File: src/rtl/rx_word_align_pkg.sv
// Shared types and constants for the RX word aligner: FSM state encoding,
// default training word and counter-width helpers.
package rx_word_align_pkg;

    typedef enum logic [2:0] {
        IDLE   = 3'd0,
        SETTLE = 3'd1,
        CHECK  = 3'd2,
        SLIP   = 3'd3,
        LOCKED = 3'd4,
        ERROR  = 3'd5
    } state_t;

    localparam int              DEFAULT_DATA_WIDTH    = 8;
    localparam logic [7:0]      DEFAULT_TRAIN_PATTERN = 8'h1E;
    localparam int              DEFAULT_SLIP_WAIT_CNT = 8;
    localparam int              DEFAULT_MATCH_CNT     = 16;

    // Bits needed to hold values 0..max_val, never less than one bit.
    function automatic int cnt_width(input int max_val);
        return (max_val < 1) ? 1 : $clog2(max_val + 1);
    endfunction

    function automatic int slip_width(input int data_width);
        return $clog2(data_width) + 1;
    endfunction

endpackage

File: src/rtl/rx_word_align_match.sv
// Combinational training-word compare plus saturating consecutive-match counter.
module rx_word_align_match
    import rx_word_align_pkg::*;
#(
    parameter int                    DATA_WIDTH    = DEFAULT_DATA_WIDTH,
    parameter logic [DATA_WIDTH-1:0] TRAIN_PATTERN = DEFAULT_TRAIN_PATTERN,
    parameter int                    MATCH_CNT     = DEFAULT_MATCH_CNT,
    parameter int                    MATCH_W       = cnt_width(MATCH_CNT)
) (
    input  logic                  clk,
    input  logic                  rst_n,
    input  logic                  clear,
    input  logic                  enable,
    input  logic [DATA_WIDTH-1:0] rx_data,
    output logic                  is_match,
    output logic                  final_match
);

    logic [MATCH_W-1:0] match_cnt_reg;

    assign is_match    = (rx_data == TRAIN_PATTERN);
    // High on the compare that brings the run to MATCH_CNT.
    assign final_match = enable && is_match && (match_cnt_reg == MATCH_W'(MATCH_CNT - 1));

    always_ff @(posedge clk or negedge rst_n) begin
        if (!rst_n) begin
            match_cnt_reg <= '0;
        end else if (clear) begin
            match_cnt_reg <= '0;
        end else if (enable) begin
            if (!is_match)
                match_cnt_reg <= '0;
            else if (match_cnt_reg != MATCH_W'(MATCH_CNT))
                match_cnt_reg <= match_cnt_reg + 1'b1;
        end
    end

endmodule

File: src/rtl/rx_word_align.sv
// Word aligner: waits for clock alignment, then bit-slips the deserialiser
// until the training word is seen MATCH_CNT times in a row.
module rx_word_align
    import rx_word_align_pkg::*;
#(
    parameter int                    DATA_WIDTH    = DEFAULT_DATA_WIDTH,
    parameter logic [DATA_WIDTH-1:0] TRAIN_PATTERN = DEFAULT_TRAIN_PATTERN,
    parameter int                    SLIP_WAIT_CNT = DEFAULT_SLIP_WAIT_CNT,
    parameter int                    MATCH_CNT     = DEFAULT_MATCH_CNT
) (
    input  logic                              SCLK,
    input  logic                              RESETN,
    input  logic                              CLK_ALIGN_DONE,
    input  logic                              ALIGN_RESTART,
    input  logic [DATA_WIDTH-1:0]             RX_DATA,
    output logic                              BITSLIP,
    output logic                              ALIGN_DONE,
    output logic                              ALIGN_ERR,
    output logic [$clog2(DATA_WIDTH):0]       SLIP_COUNT
);

    localparam int WAIT_W  = cnt_width(SLIP_WAIT_CNT - 1);
    localparam int SLIP_W  = slip_width(DATA_WIDTH);
    localparam int MATCH_W = cnt_width(MATCH_CNT);

    state_t              state_reg, state_next;
    logic [WAIT_W-1:0]   wait_cnt_reg, wait_cnt_next;
    logic [SLIP_W-1:0]   slip_count_reg, slip_count_next;
    logic                bitslip_reg, bitslip_next;
    logic                align_done_reg, align_done_next;
    logic                align_err_reg, align_err_next;
    logic                force_idle;
    logic                is_match;
    logic                final_match;

    // Restart and loss of clock alignment both abandon the attempt outright.
    assign force_idle = ALIGN_RESTART || (!CLK_ALIGN_DONE && state_reg != IDLE);

    rx_word_align_match #(
        .DATA_WIDTH   (DATA_WIDTH),
        .TRAIN_PATTERN(TRAIN_PATTERN),
        .MATCH_CNT    (MATCH_CNT),
        .MATCH_W      (MATCH_W)
    ) u_match (
        .clk        (SCLK),
        .rst_n      (RESETN),
        .clear      (force_idle),
        .enable     (state_reg == CHECK),
        .rx_data    (RX_DATA),
        .is_match   (is_match),
        .final_match(final_match)
    );

    always_ff @(posedge SCLK or negedge RESETN) begin
        if (!RESETN) begin
            state_reg      <= IDLE;
            wait_cnt_reg   <= '0;
            slip_count_reg <= '0;
            bitslip_reg    <= 1'b0;
            align_done_reg <= 1'b0;
            align_err_reg  <= 1'b0;
        end else begin
            state_reg      <= state_next;
            wait_cnt_reg   <= wait_cnt_next;
            slip_count_reg <= slip_count_next;
            bitslip_reg    <= bitslip_next;
            align_done_reg <= align_done_next;
            align_err_reg  <= align_err_next;
        end
    end

    always_comb begin
        state_next = state_reg;
        if (force_idle) begin
            state_next = IDLE;
        end else begin
            case (state_reg)
                IDLE:    if (CLK_ALIGN_DONE) state_next = SETTLE;
                SETTLE:  if (wait_cnt_reg == '0) state_next = CHECK;
                CHECK: begin
                    if (final_match)
                        state_next = LOCKED;
                    else if (!is_match)
                        state_next = (slip_count_reg < SLIP_W'(DATA_WIDTH - 1)) ? SLIP : ERROR;
                end
                SLIP:    state_next = SETTLE;
                LOCKED:  state_next = LOCKED;
                ERROR:   state_next = ERROR;
                default: state_next = IDLE;
            endcase
        end
    end

    // Next values for the registered outputs and counters.
    always_comb begin
        wait_cnt_next   = wait_cnt_reg;
        slip_count_next = slip_count_reg;
        if (force_idle) begin
            wait_cnt_next   = '0;
            slip_count_next = '0;
        end else begin
            case (state_reg)
                IDLE:    if (CLK_ALIGN_DONE) wait_cnt_next = WAIT_W'(SLIP_WAIT_CNT - 1);
                SETTLE:  if (wait_cnt_reg != '0) wait_cnt_next = wait_cnt_reg - 1'b1;
                CHECK:   if (state_next == SLIP) slip_count_next = slip_count_reg + 1'b1;
                SLIP:    wait_cnt_next = WAIT_W'(SLIP_WAIT_CNT - 1);
                default: ;
            endcase
        end
        bitslip_next    = (state_next == SLIP);
        align_done_next = (state_next == LOCKED);
        align_err_next  = (state_next == ERROR);
    end

    assign BITSLIP    = bitslip_reg;
    assign ALIGN_DONE = align_done_reg;
    assign ALIGN_ERR  = align_err_reg;
    assign SLIP_COUNT = slip_count_reg;

endmodule
File: config.mk
export PLATFORM = sky130hd
export DESIGN_NAME = rx_word_align
export DESIGN_NICKNAME = d
export VERILOG_FILES = /design/src/rtl/rx_word_align_pkg.sv /design/src/rtl/rx_word_align_match.sv /design/src/rtl/rx_word_align.sv
export SDC_FILE = /design/constraint.sdc
export NUM_CORES = 1
export LEC_CHECK = 0
export ABC_CLOCK_PERIOD_IN_PS = 2850
export CORE_MARGIN = 1.5
export CORE_UTILIZATION = 52
export DETAILED_ROUTE_END_ITERATION = 12
export GPL_TIMING_DRIVEN = 0
export PLACE_DENSITY = 0.89
export SETUP_SLACK_MARGIN = 0.3
export SYNTH_ARGS = -nofsm -noshare
export SYNTH_HDL_FRONTEND = slang
export SYNTH_HIERARCHICAL = 1
export SYNTH_SLANG_ARGS = --single-unit
File: constraint.sdc
create_clock -name SCLK -period 2.85 [get_ports SCLK]
set_clock_uncertainty 0.05 [all_clocks]
set_input_delay 0.7125 -clock SCLK [delete_from_list [all_inputs] [get_ports SCLK]]
set_output_delay 0.7125 -clock SCLK [all_outputs]
set_load 0.05 [all_outputs]
# == After elaboration in Yosys (flattened, before gate mapping) ==
# Cells that the tools add are included.
# totals
reg_bits,18
inputBits,12
wordCells,58
# op_classes
add_sub_neg,3
n_lt_le_gt_ge,1
n_eq_ne,14
muxes,18
n_reduce_logical,15
# op_table
op,count
$mux W3,9
$mux W5,4
$pmux W3 S6,1
$eq A3 B3 Y1 const B,4
$mux W4,3
$eq A3 B2 Y1 const B,3
$pmux W3 S3,1
$eq A8 B5 Y1 const B,1
$logic_not A3 Y1,2
$ne A3 B3 Y1 const B,2
$reduce_bool A3 Y1,2
$add A5 B1 Y5 const B,1
$eq A5 B4 Y1 const B,1
$ne A5 B5 Y1 const B,1
$add A4 B1 Y4 const B,1
$lt A4 B3 Y1 const B,1
$reduce_and A2 Y1,2
$reduce_bool A2 Y1,2
$reduce_bool A4 Y1,1
$eq A3 B1 Y1 const B,1
$logic_and A1 B1 Y1,3
$ne A3 B2 Y1 const B,1
$reduce_and A3 Y1,1
$sub A3 B1 Y3 const B,1
other kinds (2),2

# == Longest topological paths before layout ==
# Gate-level depths: netlist (run 1).
# logic_depth
word_depth,10
ltp_mapped,9

# == Cells and area by module ==
# The synthesis (run 1) kept the hierarchy.
# by_module_without_submodules
module,n_inst,cells_each,area_each_um2,seq_area_each_um2
rx_word_align,1,78,789.5,325.3
rx_word_align_match,1,43,411.6,125.1

# == Worst setup path before layout (run 1) ==
# Ideal clock, no wire load.
# synth_timing
kind,in2reg
startpoint,input RX_DATA[5]
endpoint,register slip_count_reg[0] (netlist: SLIP_COUNT[0])
setup_ps,85
arrival_time_ps,2304
required_time_ps,2715
slack_ps,411
cell_stages,7
n_path_buf,0
cell_sequence,nand2b_4 -> nor4_4 -> and3_1 -> and4bb_2 -> a211o_1 -> o311ai_4 -> mux2i_1
# synth_via
elab_chain_len,9
elab_cells_between_ends,10
classes_between,eq/ne (2); mux (4); reduce/logical (4)
# synth_lines
item,line,text
start: declaration,rx_word_align.sv:15,"input logic [DATA_WIDTH-1:0] RX_DATA,"
$eq A8 B5 Y1,rx_word_align_match.sv:21,assign is_match = (rx_data == TRAIN_PATTERN);
via is_match,rx_word_align.sv:33,logic is_match;
$logic_and A1 B1 Y1 (2 in a row),rx_word_align_match.sv:23,assign final_match = enable && is_match && (match_cnt_reg == MATCH_W'(MATCH_CNT - 1));
via final_match,rx_word_align.sv:34,logic final_match;
$mux W3,rx_word_align.sv:81,if (final_match)
$pmux W3 S6,rx_word_align.sv:77,case (state_reg)
$mux W3,rx_word_align.sv:74,if (force_idle) begin
$eq A3 B2 Y1,rx_word_align.sv:105,CHECK: if (state_next == SLIP) slip_count_next = slip_count_reg + 1'b1;
$reduce_bool A2 Y1 (no source line),--,
$reduce_and A2 Y1 (no source line),--,
end signal: assignment,rx_word_align.sv:65,slip_count_reg <= slip_count_next;
end: declaration,rx_word_align.sv:28,"logic [SLIP_W-1:0] slip_count_reg, slip_count_next;"
# The timed path passes the listed nets, and every way through them passes these cells.
# A chain may end at the register's enable or synchronous reset.

# == Final worst setup path (run 1) ==
# layout_timing
startpoint,input RX_DATA[4]
endpoint,register slip_count_reg[1] (netlist: SLIP_COUNT[1])
# The elaborated chain is that of the path after synthesis.

==> results.py, run 1 <==
metrics = {
    "setup_path": {
        "cpLargestDelayFamily": "simple AND/OR/NAND/NOR gates",
        "reg2reg_setup_slack_ns": 0.51,
        "crit_fanout": 5,
        "max_stage_delay_ns": 0.50,
        "critPathLaunchType": "input pin",
        "worstPathRequired_ns": 3.03,
        "critPathBufInv": 1,
        "crit_slowest_cell": "clkdlybuf4s50_1",
        "crit_chain": "clkdlybuf4s50_1 -> nand2b_4 -> nor4_4 -> and3_4 -> and4bb_2 -> a211o_1 -> o311ai_4 -> mux2i_1",
        "critPathArrivalTime_ns": 2.63,
        "crit_type": "input pin to flip-flop",
        "cp-end-kind": "flip-flop",
    },
    "finish": {
        "drive_gt1_share_pct": 16.67,
        "syn_to_final_growth_pct": 22.50,
        "largest_reg_flops": 5,
        "nets": 163,
        "utilization_pct": 67.16,
        "num_antenna_cells": 0,
    },
    "logic_synthesis": {
        "ys_seq_elements": 18,
        "synthesis.nets": 139,
        "syn_inst": 121,
        "yosys.area.top_type": "dfrtp_1",
        "ys_top_cells_by_count": "18 x dfrtp_1, 13 x inv_1, 8 x nand2_1, 7 x a21oi_1",
        "synth_most_common_cell": "dfrtp_1",
        "seq_area_frac_synth_pct": 37.50,
        "synth_edf_count": 0,
        "ys_async_sr_fraction_pct": 100.0,
        "ys.flop_type": "dfrtp_1",
        "ys_warn_count": 6,
        "synth_top_area_share_pct": 37.50,
        "synth.area.top_cells": "dfrtp_1 38%, ha_1 6.3%, inv_1 4.1%, a21oi_1 2.9%, nor3_1 2.5%",
        "syn_avg_cell_area_um2": 9.927,
        "synth_cell_types": 48,
        "syn_area_mm2": 0.001201,
    },
    "power": {
        "p_switching_w": 0.0002602,
        "ir_worst_vdd_mv": 0.4453,
        "leakagePower_nw": 0.6547,
        "pwr-share-seq_pct": 39.8,
        "p_sw_share_pct": 34.71,
        "clock_power_share_pct": 21.5,
        "power_density_mw_per_mm2": 509.4,
        "combPwrFrac_pct": 38.7,
        "intPower_w": 0.0004893,
    },
    "global_routing": {
        "groute.usage.overall_pct": 21.00,
        "grt_max_degree": 19,
        "grt_first_pass_wirelength_um": 4160,
        "antenna_found_initial": 0,
        "grt_pass1_vias": 1045,
        "grt-ovfl-total": 0,
    },
    "cts": {
        "htreeDepth": 1,
        "cts_root_buf": "clkbuf_4",
        "clockBufferDepth": 2,
        "clk_pin_slew_ns": 0.11,
        "cts_tree": "yes",
        "clkSinkCount": 18,
        "ctsHoldBuffers": 0,
        "cts_made_buffers": 3,
        "clk_latency_ns": 0.30,
    },
    "floorplanning": {
        "core_mm2": 0.002191,
        "fp.dieW_um": 51.06,
        "initial_core_util_pct": 54.83,
        "ioPinCount": 19,
        "dieArea_mm2": 0.002607,
        "rows": 17,
        "die_y_um": 51.06,
    },
    "timing": {
        "fmax_mhz": 407.2,
        "period_needed_ns": 2.456,
        "finalHoldViolCount": 0,
        "slew_violations": 0,
        "setup_ws_ns": 0.3941,
        "rsz0062_at_grt": "false",
        "slew-limit-headroom_pct": 46.12,
        "final.setup.tns_ns": 0,
        "finalCritPeriodShare_pct": 86.17,
        "finalSetupViolCount": 0,
        "tightest_slew_ns": 0.8056,
    },
    "routing": {
        "post-route-drc-count": 0,
        "wl_per_cell_um": 13.85,
        "drt-initial-drc-count": 18,
        "finalWirelength_um": 2382,
        "vias": 992,
        "avgViaCountPerCell": 5.767,
        "antenna_left": 0,
        "drt-pass1-iter-count": 4,
    },
    "placed_design": {
        "post-place-ws_ns": -0.2748,
        "dp_hpwl_um": 1786,
        "portBuffers": 18,
        "gp_congestion": 0.7757,
    },
    "job": {
        "max_cap_violations": 0,
    },
    "worst_hold_path": {
        "min_path_type": "flip-flop to flip-flop",
    },
    "run_status": {
        "status": "completed",
    },
}
==> power by group through the flow <==
stage	registers (W)	clock network [W]	logic (W)
2_1_floorplan	0.000316	0	0.000204
3_3_place_gp	0.000302	0	0.000277
3_5_place_dp	0.000304	0	0.000287
4_1_cts	0.000299	0.000164	0.000291
5_1_grt	0.000302	0.000169	0.000325
6_report	0.000299	0.000161	0.000290
==> layout by cell type, fill, tap and decap left out, drive strengths merged, types with 4 or more instances in the layout <==
master         Yosys  routed
buf                4       5
nor2               5       5
nor3               6       6
inv               13      13
nand2              8       8
nor4               4       4
clkdlybuf4s50      0      18
clkbuf             1       5
a21oi              8       8
ha                 6       6
dfrtp             18      18
nand2b             5       5
o21ai              4       4
==> final timing paths <==
| kind | startpoint | to | depth (start not counted) |
|---|---|---|---|
| hold reg to reg | wait_cnt_reg[1] | wait_cnt_reg[1] | 1 |
| min in group asynchronous | RESETN | ALIGN_ERR | 1 |
| setup reg to reg | u_match/match_cnt_reg[0] | SLIP_COUNT[1] | 7 |
| hold / removal | wait_cnt_reg[1] | wait_cnt_reg[1] | 1 |
| max in group asynchronous | RESETN | SLIP_COUNT[2] | 1 |
| setup / recovery | RX_DATA[4] | SLIP_COUNT[1] | 8 |
==> area by class of cell <==
class,instances,area [um^2]
buffer,5,31.28
clock buffer,4,36.28
fill,179,719.4
inverter,13,48.80
multi-input combinational,85,681.9
sequential,18,450.4
tap,28,35.03
timing repair buffer,19,187.7
==> routing by layer <==
metal / up-vias / global-route usage, % / wire (um)
met5: - / 0 / 0
met4: 0 / 9.009 / 43
met3: 7 / 3.216 / 114
met2: 21 / 38.53 / 1244
met1: 483 / 23.91 / 980
li1: 481 / - / -
==> cells by family after synthesis <==
family | count (synthesis) | synth area share (%)
AO/OA/AOI/OAI | 28 | 19.38
multiplexers | 2 | 1.667
adder cells (fa/ha/maj) | 6 | 6.250
buffers and inverters | 18 | 6.562
AND/OR/NAND/NOR | 49 | 28.64
flip-flops | 18 | 37.50
==> per-stage QoR <==
stage                     hold WS [ns]  instance area [um^2]  total power [W]  instances
after floorplan                 0.3669                  1201        0.0005191        121
after global placement          0.4251                  1416        0.0005784        167
after detailed placement        0.4340                  1416        0.0005906        167
after CTS                       0.4593                  1465        0.0007539        172
after global routing            0.4932                  1471        0.0007960        172
final                           0.4570                  1471        0.0007495        172
==> what timing repair did <==
| action | CTS | global route |
|---|---|---|
| pin swaps | 1 | 1 |
| setup endpoints to repair | 7 | 5 |
| buffers inserted | 1 | 0 |
| resized for setup | 1 | 3 |
No activity file was read; power rests on OpenSTA's default activity.
==> run 2: changes to the inputs <==
--- a/config.mk
+++ b/config.mk
@@ -5,12 +5,12 @@
 export SDC_FILE = /design/constraint.sdc
 export NUM_CORES = 1
 export LEC_CHECK = 0
-export ABC_CLOCK_PERIOD_IN_PS = 2850
 export CORE_MARGIN = 1.5
-export CORE_UTILIZATION = 52
+export CORE_UTILIZATION = 55
 export DETAILED_ROUTE_END_ITERATION = 12
+export DONT_BUFFER_PORTS = 1
 export GPL_TIMING_DRIVEN = 0
-export PLACE_DENSITY = 0.89
+export PLACE_DENSITY = 0.81
 export SETUP_SLACK_MARGIN = 0.3
 export SYNTH_ARGS = -nofsm -noshare
 export SYNTH_HDL_FRONTEND = slang
==> run 2 against run 1 <==
  * Via count down 7.8%
  * Global-route usage shrank 0.77 points
  * Cell area down 14%
  * Die area decreased by 5.1%
  * Largest cell class unchanged
  * Critical path type unchanged
  * Utilization fell by 3.6 points
  * Critical endpoint is now SLIP_COUNT[0]
  * Wire length down 7.3%
  * Combinational power is 17% lower
  * Non-clock buffer count shrank 19
  * Clock power shrank 2%
==> results.py, run 2 (synthesized netlist as in run 1, its figures left out) <==
metrics = {
    "timing": {
        "slew_violations": 0,
        "final.setup.tns_ns": 0,
        "tightest_slew_ns": 0.5920,
        "slew-limit-headroom_pct": 60.17,
        "rsz0062_at_grt": "false",
        "finalCritPeriodShare_pct": 83.11,
        "fmax_mhz": 422.2,
        "period_needed_ns": 2.369,
        "setup_ws_ns": 0.4813,
        "finalHoldViolCount": 0,
        "finalSetupViolCount": 0,
    },
    "finish": {
        "num_antenna_cells": 0,
        "stdcell_area_mm2": 0.001272,
        "largest_reg_flops": 5,
        "drive_gt1_share_pct": 16.80,
        "layout_common_cells": "18 x dfrtp_1, 13 x inv_1, 8 x nand2_1",
        "utilization_pct": 63.56,
        "layout_commonest_cell": "dfrtp_1",
        "syn_to_final_growth_pct": 5.937,
        "nets": 144,
    },
    "routing": {
        "avgViaCountPerCell": 6.020,
        "antenna_left": 0,
        "drt-pass1-iter-count": 4,
        "post-route-drc-count": 0,
        "drt-initial-drc-count": 11,
        "finalWirelength_um": 2208,
        "wl_per_cell_um": 14.53,
        "vias": 915,
    },
    "placed_design": {
        "place_area_mm2": 0.001235,
        "post-place-ws_ns": 0.1880,
        "portBuffers": 0,
        "dp_hpwl_um": 1679,
        "gp_congestion": 0.8481,
    },
    "setup_path": {
        "worstPathRequired_ns": 3.02,
        "critPathLaunchType": "input pin",
        "cp-end-kind": "flip-flop",
        "crit_fanout": 11,
        "reg2reg_setup_slack_ns": 0.53,
        "crit_type": "input pin to flip-flop",
        "critPathArrivalTime_ns": 2.54,
    },
    "floorplanning": {
        "die_y_um": 49.73,
        "initial_core_util_pct": 60.00,
        "rows": 16,
        "core_mm2": 0.002002,
        "dieArea_mm2": 0.002473,
        "fp.dieW_um": 49.73,
        "ioPinCount": 19,
    },
    "power": {
        "leakagePower_nw": 0.5834,
        "ir_worst_vdd_mv": 0.2991,
        "power_density_mw_per_mm2": 559.8,
    },
    "cts": {
        "htreeDepth": 1,
        "ctsHoldBuffers": 0,
        "cts_root_buf": "clkbuf_4",
        "clkSinkCount": 18,
        "cts_made_buffers": 3,
        "clk_pin_slew_ns": 0.11,
        "clockBufferDepth": 2,
        "clk_latency_ns": 0.29,
        "cts_tree": "yes",
    },
    "worst_hold_path": {
        "min_path_type": "input pin to asynchronous set/reset pin",
    },
    "global_routing": {
        "groute.usage.overall_pct": 20.23,
        "grt-ovfl-total": 0,
        "grt_max_degree": 19,
        "grt_pass1_vias": 890,
        "grt_first_pass_wirelength_um": 3884,
        "antenna_found_initial": 0,
    },
    "job": {
        "max_cap_violations": 0,
    },
    "run_status": {
        "status": "completed",
    },
}
## run 2: changes by cell type in the layout (fill, tap and decap cells not counted), sizes merged
cell | previous run | this run
clkdlybuf4s50 | 18 | 0
buf | 5 | 4
## run 2: repair_timing
action,in CTS,in global routing
endpoints found under the hold margin,0,0
buffers inserted,0,0
setup endpoints to repair,0,2
resized for setup,0,2
## run 2: cell type report
cell class                      count  area (um^2)
Fill cell                         167        729.5
Clock buffer                        4        36.28
Sequential cell                    18        450.4
Tap cell                           27        33.78
Multi-Input combinational cell     85        671.9
Buffer                              5        31.28
Inverter                           13        48.80
## run 2: where the power goes
part / total, W / switching, W / internal [W]
sequential: 0.000316 / 0.0000364 / 0.000279
clock: 0.000157 / 0.0000788 / 0.0000777
combinational: 0.000240 / 0.000130 / 0.000110
total: 0.000712 / 0.000245 / 0.000467
## run 2: layer usage
metal | vias up | global-route usage [%] | part of all wire (%)
li1 | 445 | - | -
met1 | 454 | 24.32 | 44
met2 | 14 | 35.78 | 52
met3 | 2 | 4.848 | 3.4
met4 | 0 | 5.556 | 0.54
met5 | - | 0 | 0
## run 2: worst paths after layout
check                                 from                        to  cells after the start
min reg2reg                wait_cnt_reg[1]           wait_cnt_reg[1]                      1
max reg2reg                   state_reg[0]             SLIP_COUNT[0]                      9
max                             RX_DATA[5]             SLIP_COUNT[0]                      7
min in group SCLK            ALIGN_RESTART                 ALIGN_ERR                      1
max in group asynchronous           RESETN  u_match/match_cnt_reg[1]                      0
min                                 RESETN              state_reg[1]                      0
## run 2: metrics by stage
| stage | power (W) | instances | hold slack [ns] |
|---|---|---|---|
| final | 0.0007123 | 152 | 0.04906 |
| after global routing | 0.0007617 | 152 | 0.02291 |
| after CTS | 0.0007172 | 152 | 0.03572 |
| after detailed placement | 0.0005583 | 148 | 0.3674 |
| after global placement | 0.0005477 | 148 | 0.3674 |
| after floorplan | 0.0005191 | 121 | 0.3669 |
## run 2: critical path: stages
cell	delay (ns)
nand2b_4	0.12
nor4_4	0.49
and3_1	0.29
and4bb_2	0.25
a211o_1	0.31
o311ai_4	0.12
mux2i_1	0.22
